### src/rtl/sram_arb_pkg.sv
// Shared types for the sram-like arbiter: FSM states, port ownership and transfer sizes.
// Imported by the arbiter RTL and by its testbench.
package sram_arb_pkg;

  typedef enum logic [2:0] {
    IDLE   = 3'd0,
    I_ADDR = 3'd1,
    I_WAIT = 3'd2,
    D_ADDR = 3'd3,
    D_WAIT = 3'd4
  } state_t;

  typedef enum logic {
    INST = 1'b0,
    DATA = 1'b1
  } owner_t;

  localparam logic [1:0] BYTE = 2'd0;
  localparam logic [1:0] HALF = 2'd1;
  localparam logic [1:0] WORD = 2'd2;

endpackage

### src/rtl/sram_like_arbiter.sv
// Two-port (fetch/data) arbiter onto one sram-like slave, one transaction outstanding at a time.
// Request to m_req is 1 cycle; each transaction is followed by one IDLE cycle (3 cycles/txn with a 1-cycle slave).
module sram_like_arbiter
  import sram_arb_pkg::*;
#(
  parameter int PRIORITY_MODE = 0
) (
  input  logic        clk,
  input  logic        rst,

  input  logic        inst_req,
  input  logic [31:0] inst_addr,
  output logic        inst_addr_ok,
  output logic        inst_data_ok,

  input  logic        data_req,
  input  logic        data_wr,
  input  logic [1:0]  data_size,
  input  logic [31:0] data_addr,
  input  logic [31:0] data_wdata,
  output logic        data_addr_ok,
  output logic        data_data_ok,

  output logic [31:0] rdata,

  output logic        m_req,
  output logic        m_wr,
  output logic [1:0]  m_size,
  output logic [31:0] m_addr,
  output logic [31:0] m_wdata,
  input  logic        m_addr_ok,
  input  logic        m_data_ok,
  input  logic [31:0] m_rdata
);

  state_t state, state_nxt;
  owner_t last_grant, last_grant_nxt;
  logic   data_first;

  // On a tie, round-robin hands the slave to whichever port was not served last.
  assign data_first = (PRIORITY_MODE == 0) || (last_grant == INST);

  always_ff @(posedge clk) begin
    if (rst) begin
      state      <= IDLE;
      last_grant <= INST;
    end else begin
      state      <= state_nxt;
      last_grant <= last_grant_nxt;
    end
  end

  always_comb begin
    state_nxt      = state;
    last_grant_nxt = last_grant;
    case (state)
      IDLE: begin
        if (data_req && (!inst_req || data_first)) begin
          state_nxt = D_ADDR;
        end else if (inst_req) begin
          state_nxt = I_ADDR;
        end
      end
      I_ADDR: begin
        if (!inst_req) begin
          state_nxt = IDLE;
        end else if (m_addr_ok) begin
          last_grant_nxt = INST;
          state_nxt      = m_data_ok ? IDLE : I_WAIT;
        end
      end
      I_WAIT: begin
        if (m_data_ok) state_nxt = IDLE;
      end
      D_ADDR: begin
        if (!data_req) begin
          state_nxt = IDLE;
        end else if (m_addr_ok) begin
          last_grant_nxt = DATA;
          state_nxt      = m_data_ok ? IDLE : D_WAIT;
        end
      end
      D_WAIT: begin
        if (m_data_ok) state_nxt = IDLE;
      end
      default: state_nxt = IDLE;
    endcase
  end

  // Outputs are held low while rst is high so a response landing during reset never pulses.
  always_comb begin
    inst_addr_ok = 1'b0;
    inst_data_ok = 1'b0;
    data_addr_ok = 1'b0;
    data_data_ok = 1'b0;
    rdata        = '0;
    m_req        = 1'b0;
    m_wr         = 1'b0;
    m_size       = '0;
    m_addr       = '0;
    m_wdata      = '0;
    if (!rst) begin
      case (state)
        I_ADDR: begin
          m_req  = inst_req;
          m_size = WORD;
          m_addr = inst_addr;
          if (inst_req && m_addr_ok) begin
            inst_addr_ok = 1'b1;
            inst_data_ok = m_data_ok;
            if (m_data_ok) rdata = m_rdata;
          end
        end
        I_WAIT: begin
          inst_data_ok = m_data_ok;
          if (m_data_ok) rdata = m_rdata;
        end
        D_ADDR: begin
          m_req   = data_req;
          m_wr    = data_wr;
          m_size  = data_size;
          m_addr  = data_addr;
          m_wdata = data_wdata;
          if (data_req && m_addr_ok) begin
            data_addr_ok = 1'b1;
            data_data_ok = m_data_ok;
            if (m_data_ok) rdata = m_rdata;
          end
        end
        D_WAIT: begin
          data_data_ok = m_data_ok;
          if (m_data_ok) rdata = m_rdata;
        end
        default: begin
        end
      endcase
    end
  end

endmodule

### config.mk
export PLATFORM = sky130hd
export DESIGN_NAME = sram_like_arbiter
export DESIGN_NICKNAME = d
export VERILOG_FILES = /design/src/rtl/sram_arb_pkg.sv /design/src/rtl/sram_like_arbiter.sv
export SDC_FILE = /design/constraint.sdc
export NUM_CORES = 1
export LEC_CHECK = 0
export CORE_AREA = 5 5 89 91
export DETAILED_ROUTE_END_ITERATION = 16
export DIE_AREA = 0 0 94 96
export PLACE_DENSITY = 0.86
export RECOVER_POWER = 100
export SLEW_MARGIN = 20
export SYNTH_ARGS = -nofsm -noshare
export SYNTH_HDL_FRONTEND = slang
export SYNTH_SLANG_ARGS = --single-unit
### constraint.sdc
create_clock -name clk -period 3.7 [get_ports clk]
set_clock_uncertainty 0.05 [all_clocks]
set_input_delay 0.925 -clock clk [delete_from_list [all_inputs] [get_ports clk]]
set_output_delay 0.925 -clock clk [all_outputs]
set_load 0.01 [all_outputs]
# [Word level (Yosys, flattened, before mapping)]
# Index checks and enable logic that the tools add are counted.
# W data, S select, Z words.
[op_classes] eq_ne=8 muxes=37 n_reduce_logical=5
[op_table] operator="$mux W32" count=7
[op_table] operator="$pmux W32 S3" count=1
[op_table] operator="$pmux W32 S2" count=1
[op_table] operator="$mux W3" count=8
[op_table] operator="$mux W1" count=13
[op_table] operator="$pmux W3 S4" count=1
[op_table] operator="$ne A3 B3 Y1 const B" count=3
[op_table] operator="$eq A3 B2 Y1 const B" count=2
[op_table] operator="$pmux W1 S2" count=3
[op_table] operator="$mux W2" count=2
[op_table] operator="$pmux W2 S2" count=1
[op_table] operator="$reduce_and A4 Y1" count=1
[op_table] operator="$eq A3 B1 Y1 const B" count=1
[op_table] operator="$eq A3 B3 Y1 const B" count=1
[op_table] operator="$logic_not A3 Y1" count=1
[op_table] operator="$logic_and A1 B1 Y1" count=2
[op_table] operator="$ne A2 B1 Y1 const B" count=1
[op_table] operator="$reduce_or A2 Y1" count=1
[totals] regBits=3 in_bits=137 out_inout_bits=104 word_cells=51

# [Depth between registers and ports, before layout]
# Gate-level depths: netlist (run 1).
[depth] depth_word=4 ltp_mapped=6 depth_no_buf=4

# [Worst setup path after synthesis (run 1)]
# No wires, ideal clock.
[synth_timing] kind="input -> output" startpoint="input data_req" endpoint="output rdata[10]" arrival_ns=1.927 slack_ns=0.798 path_stages=5 n_path_buf=1 path_cell_list="nand2_1 > a211o_1 > a211oi_2 > clkbuf_2 > and2_1"
[synth_between] elab_chain_cells=4
[synth_lines] element="start: declaration" line="sram_like_arbiter.sv:16" text="input logic data_req,"
[synth_lines] element="$logic_and A1 B1 Y1" line="sram_like_arbiter.sv:124" text="if (data_req && m_addr_ok) begin"
[synth_lines] element="$mux W32" line="sram_like_arbiter.sv:124"
[synth_lines] element="$pmux W32 S3" line="sram_like_arbiter.sv:103" text="case (state)"
[synth_lines] element="$mux W32" line="sram_like_arbiter.sv:102" text="if (!rst) begin"
[synth_lines] element="end: declaration" line="sram_like_arbiter.sv:24" text="output logic [31:0] rdata,"
# Every way passes these cells.

# [Worst setup path in the final report (run 1)]
[layout_timing] startpoint="input rst" endpoint="output m_addr[19]"
[layout_between] elab_chain_cells=1
[layout_lines] element="start: declaration" line="sram_like_arbiter.sv:9" text="input logic rst,"
[layout_lines] element="$mux W32" line="sram_like_arbiter.sv:102"
[layout_lines] element="end: declaration" line="sram_like_arbiter.sv:29" text="output logic [31:0] m_addr,"
# Every way passes these cells.

==> impl_metrics.env, run 1 <==
export IMPL_slew_violations=0
export IMPL_num_rows=31
export IMPL_cts_buffers_inserted=3
export IMPL_overflow=0
export IMPL_hold_viol_final=0
export IMPL_ant_nets=0
export IMPL_gp_congestion=0.883
export IMPL_crit_arrival_ps=2710
export IMPL_grt_use_total=0.171
export IMPL_layout_common_cells="193 x clkdlybuf4s50_1, 37 x nor2_1, 34 x and3_1, 32 x and2_1, 32 x mux2i_1"
export IMPL_die_area_mm2=0.00902
export IMPL_r2r_start="state[1]$_SDFFE_PP0P_"
export IMPL_start_util=0.180
export IMPL_multi_input_area_mm2=0.00111
export IMPL_rsz0062_at_grt="true"
export IMPL_worst_slew_pin_slew_ps=565
export IMPL_path_clk_slew_ps=30
export IMPL_wl_per_cell_um=16.0
export IMPL_drive_gt1_frac=0.134
export IMPL_place_hpwl_um=7170
export IMPL_ios=241
export IMPL_clock_path_buffers=2
export IMPL_drtIter0Drc=67
export IMPL_whs_path_depth=2
export IMPL_cts_tree="yes"
export IMPL_antenna_found_initial=0
export IMPL_crit_fanout=34
export IMPL_cp_slowest_cell="clkdlybuf4s50_1"
export IMPL_h_tree_depth=1
export IMPL_vias_per_cell=4.33
export IMPL_hp_class="flip-flop to flip-flop"
export IMPL_vias=2331
export IMPL_largest_reg_flops=3
export IMPL_clock_sinks=3
export IMPL_critPathLaunchType="primary input"
export IMPL_p_leak_uw=0.00162
export IMPL_cp_required_ps=2720
export IMPL_core_region_area_mm2=0.00706
export IMPL_max_stage_delay_ps=570
export IMPL_ir_drop_mv=0.0853
export IMPL_synth_edf_count=0
export IMPL_cp_end_kind="output port"
export IMPL_cts_hold_buf=0
export IMPL_synth_fp_nets=333
export IMPL_grt_pass1_vias=2443
export IMPL_layout_worst_path_cycle_share=0.996
export IMPL_ys_ff_latch=3
export IMPL_die_w_um=94
export IMPL_final_area_mm2=0.00374
export IMPL_grt_first_pass_wirelength_um=12200
export IMPL_grt_max_degree=41
export IMPL_n_antenna_cell=0
export IMPL_fin_nets=577
export IMPL_clk_latency_ps=210
export IMPL_power_density_mw_per_mm2=153
export IMPL_fin_crit_ps=3690
export IMPL_placed_area_mm2=0.00383
export IMPL_die_h_um=96
export IMPL_layout_commonest_cell="clkdlybuf4s50_1"
export IMPL_cts_root_buf="clkbuf_8"
export IMPL_largestRegisters="state x3"
export IMPL_largest_register="state"
export IMPL_synth_area_mm2=0.00127
export IMPL_r2r_setup_slack_ps=1700
export IMPL_async_reset_ff_frac=0
export IMPL_reg2reg_depth=4
export IMPL_n_fill_cell=676
export IMPL_ys_seq_area_frac=0.0473
export IMPL_ys_flop_type="dfxtp_1"
export IMPL_setup_viol=0
export IMPL_max_freq_mhz=271
export IMPL_syn_inst=196
export IMPL_cp_cell_sequence="clkdlybuf4s50_1 > buf_4 > or2_2 > buf_12 > nor2_1 > clkdlybuf4s50_1"
export IMPL_avgSynthCellArea_um2=6.47
export IMPL_final_setup_tns_ps=0
export IMPL_port_buffers=240
export IMPL_min_delay_worst_endpoint="state[2]$_SDFFE_PP0P_"
export IMPL_area_growth_synth_to_final_pct=195
export IMPL_yosys_warnings=0
export IMPL_outcome="complete, no violations"
export IMPL_hp_start="state[2]$_SDFFE_PP0P_"
export IMPL_r2r_end="state[2]$_SDFFE_PP0P_"
export IMPL_crit_top_cell="clkdlybuf4s50_1"
export IMPL_path_class="primary input to output port"
export IMPL_yosysUniqueCellTypes=32
export IMPL_dr_pass1_iters=4
export IMPL_slew_headroom=0.624
export IMPL_max_cap_viol_count=0
export IMPL_regArea_um2=61.3
export IMPL_drt_total_wl_um=8620
export IMPL_route_detailed_drc=0
[worst max-delay path: cells and delay by family]
kind | cells | cell delay, ps
buffers and inverters | 4 | 1310
AND/OR/NAND/NOR | 2 | 460
[cells by family (layout without fill, tap and decap cells)]
kind of cell    after synthesis  in the layout  synth area share
simple gates                122            122             0.527
mux                          32             32             0.252
buf+inv                      23            266            0.0739
compound gates               14             14            0.0858
flops                         3              3            0.0473
xor+xnor                      2              2            0.0138
[synth_stat cells (3+ instances only)]
cell	count	share of area
a21oi_1	4	0.016
nor3_1	3	0.012
nand2_1	4	0.012
buf_2	3	0.012
nor2_1	38	0.11
mux2i_1	32	0.25
and3_1	34	0.17
and2_1	32	0.16
clkbuf_1	12	0.036
inv_1	4	0.012
dfxtp_1	3	0.047
o21ai_0	3	0.012
clkbuf_2	3	0.012
[final cells by class]
class                   count  share of cell area
flip-flops and latches      3              0.0164
inverters                   4             0.00401
repair buffers            258               0.637
multi-input cells         170               0.297
well taps                  99              0.0331
clock buffers               4              0.0120
[per-layer routing]
metal / up-vias / GRT usage / part of all wire
li1: 1151 / - / -
met1: 1024 / 0.171 / 0.34
met2: 144 / 0.337 / 0.53
met3: 12 / 0.0539 / 0.11
met4: 0 / 0.0481 / 0.019
met5: - / 0 / 0
[what timing repair did]
item	4_1_cts	5_1_grt
pin swaps	2	2
buffers inserted	2	0
resized for setup	106	37
gates cloned	2	0
endpoints found under the setup margin	33	73
[per-stage QoR]
stage          power, uW  setup WS, ps  cells   util  hold WS, ps
2_1_floorplan        222           798    196      -          560
3_3_place_gp         487          -213    530  0.543          564
5_1_grt              613         -20.1    538  0.530          617
3_5_place_dp         492          -301    530  0.543          596
4_1_cts              595         0.475    538  0.555          598
6_report             574          14.7    538  0.530          590
[how the worst max path moves through the flow]
| stage | slack (ps) | endpoint | start |
|---|---|---|---|
| 3_3_place_gp | -210 | rdata[23] | inst_req |
| 3_5_place_dp | -300 | rdata[23] | inst_req |
| 2_1_floorplan | 800 | rdata[10] | data_req |
| 5_1_grt | -20 | m_addr[19] | rst |
| 6_report | 10 | m_addr[19] | rst |
| 4_1_cts | 0.5 | rdata[10] | data_req |
[report_power, final]
| group | total (uW) | internal [uW] | switching [uW] |
|---|---|---|---|
| sequential | 54.6 | 36.9 | 17.7 |
| clock | 94.2 | 73.4 | 20.8 |
| combinational | 426 | 261 | 164 |
| total | 574 | 372 | 203 |
(Power assumes the default switching activity.)
==> inputs of run 2 (changes only) <==
Settings changed: CORE_AREA 5 5 89 91 to 2 2 94 96, DIE_AREA 0 0 94 96 to 0 0 96 98, PLACE_DENSITY 0.86 to 0.76, REMOVE_ABC_BUFFERS set to 1.
==> run 2 against run 1 <==
Register-to-register slack improved by 280 ps. Clock power rose by 1%. Utilization fell by 7.6 points. Sequential power fell by 17%. Via count rose by 0.47%. Hold slack improved by 20 ps. Largest power group unchanged. Combinational power rose by 5.6%.
==> impl_metrics.env, run 2 (synthesized netlist as in run 1, its figures left out) <==
export IMPL_outcome="complete, no violations"
export IMPL_antenna_found_initial=0
export IMPL_overflow=0
export IMPL_route_detailed_drc=0
export IMPL_grt_max_degree=70
export IMPL_clock_path_buffers=2
export IMPL_layout_worst_path_cycle_share=0.985
export IMPL_critPathLaunchType="primary input"
export IMPL_path_class="primary input to output port"
export IMPL_switching_power_uw=209
export IMPL_wl_per_cell_um=15.0
export IMPL_layout_commonest_cell="clkdlybuf4s50_1"
export IMPL_pwr_share_clk=0.162
export IMPL_largest_reg_flops=3
export IMPL_die_w_um=96
export IMPL_cts_tree="yes"
export IMPL_grt_first_pass_wirelength_um=11500
export IMPL_slew_violations=0
export IMPL_hold_viol_final=0
export IMPL_crit_fanout=18
export IMPL_n_antenna_cell=0
export IMPL_worst_slew_pin_slew_ps=780
export IMPL_fin_nets=574
export IMPL_grt_use_total=0.155
export IMPL_place_ws_ps=-199
export IMPL_clk_latency_ps=210
export IMPL_cts_root_buf="clkbuf_8"
export IMPL_crit_arrival_ps=2670
export IMPL_grt_pass1_vias=2308
export IMPL_drt_total_wl_um=8150
export IMPL_ios=241
export IMPL_core_region_area_mm2=0.00847
export IMPL_p_total_uw=591
export IMPL_max_freq_mhz=274
export IMPL_power_density_mw_per_mm2=154
export IMPL_largest_register="state"
export IMPL_vias=2342
export IMPL_num_rows=34
export IMPL_start_util=0.150
export IMPL_ir_drop_mv=0.0813
export IMPL_rsz0062_at_grt="false"
export IMPL_gp_congestion=0.810
export IMPL_final_util=0.454
export IMPL_h_tree_depth=1
export IMPL_largestRegisters="state x3"
export IMPL_p_int_uw=382
export IMPL_p_leak_uw=0.00168
export IMPL_cts_hold_buf=0
export IMPL_final_area_mm2=0.00384
export IMPL_slew_headroom=0.480
export IMPL_cp_required_ps=2720
export IMPL_hp_class="flip-flop to flip-flop"
export IMPL_max_cap_viol_count=0
export IMPL_layout_common_cells="191 x clkdlybuf4s50_1, 37 x nor2_1, 34 x and3_1, 32 x and2_1, 32 x mux2i_1"
export IMPL_cp_end_kind="output port"
export IMPL_area_growth_synth_to_final_pct=203
export IMPL_clock_sinks=3
export IMPL_seqPwrFrac=0.077
export IMPL_path_clk_slew_ps=30
export IMPL_cts_buffers_inserted=3
export IMPL_setup_viol=0
export IMPL_die_area_mm2=0.00941
export IMPL_switching_share=0.354
export IMPL_port_buffers=240
export IMPL_die_h_um=98
export IMPL_vias_per_cell=4.31
export IMPL_fin_crit_ps=3640
export IMPL_dr_pass1_iters=4
export IMPL_placed_area_mm2=0.00385
export IMPL_pwr_share_comb=0.761
export IMPL_place_hpwl_um=6580
export IMPL_drtIter0Drc=93
export IMPL_worst_slack_ps=56.4
export IMPL_drive_gt1_frac=0.0688
export IMPL_ant_nets=0
[run 2: worst max-delay path: stages]
cell and delay (ps):
clkdlybuf4s50_1 430, buf_4 170, nor2_4 170, clkbuf_16 200, and3_1 210, clkdlybuf4s50_1 550
[run 2: what timing repair did]
action	in CTS	in global routing
hold endpoints to repair	0	0
gates resized for setup	88	23
pin swaps	1	2
setup buffers	2	0
gates cloned	1	1
endpoints found under the setup margin	58	37
[run 2: metrics by stage]
step	hold WS [ps]	cells	setup TNS [ps]
6_report	610	544	0
5_1_grt	618	544	0
4_1_cts	613	543	0
3_5_place_dp	606	536	-6330
3_3_place_gp	568	536	-5470
2_1_floorplan	511	177	-24510
[run 2: path summary, 6_finish.rpt]
path	start	end	slack, ps	cells after the start
setup / recovery	rst	m_wdata[3]	60	6
hold / removal	state[2]$_SDFFE_PP0P_	state[2]$_SDFFE_PP0P_	610	2
setup reg to reg	state[2]$_SDFFE_PP0P_	state[1]$_SDFFE_PP0P_	1980	4
hold reg to reg	state[2]$_SDFFE_PP0P_	state[2]$_SDFFE_PP0P_	610	2
[run 2: cell type report]
class | instances | area (um2)
clock buffers | 4 | 45.0
fillers | 824 | 4620
inverters | 4 | 15.0
multi-input cells | 170 | 1120
flip-flops and latches | 3 | 61.3
well taps | 108 | 135
repair buffers | 255 | 2460
[run 2: routing by layer]
metal / GRT usage / vias to the layer above / routed length, um
met2: 0.292 / 170 / 4190
met3: 0.0324 / 8 / 997
met5: 0 / - / 0
met1: 0.171 / 1020 / 2860
met4: 0.0385 / 0 / 109
li1: - / 1144 / -
[run 2: power by group through the flow]
| stage | clock network, uW | logic (uW) | registers (uW) |
|---|---|---|---|
| global placement | 0 | 446 | 45.1 |
| floorplan | 0 | 148 | 68.1 |
| global route | 99.8 | 485 | 45.8 |
| finish | 95.6 | 450 | 45.3 |
| CTS | 97.6 | 456 | 44.8 |
| detailed placement | 0 | 451 | 45.2 |
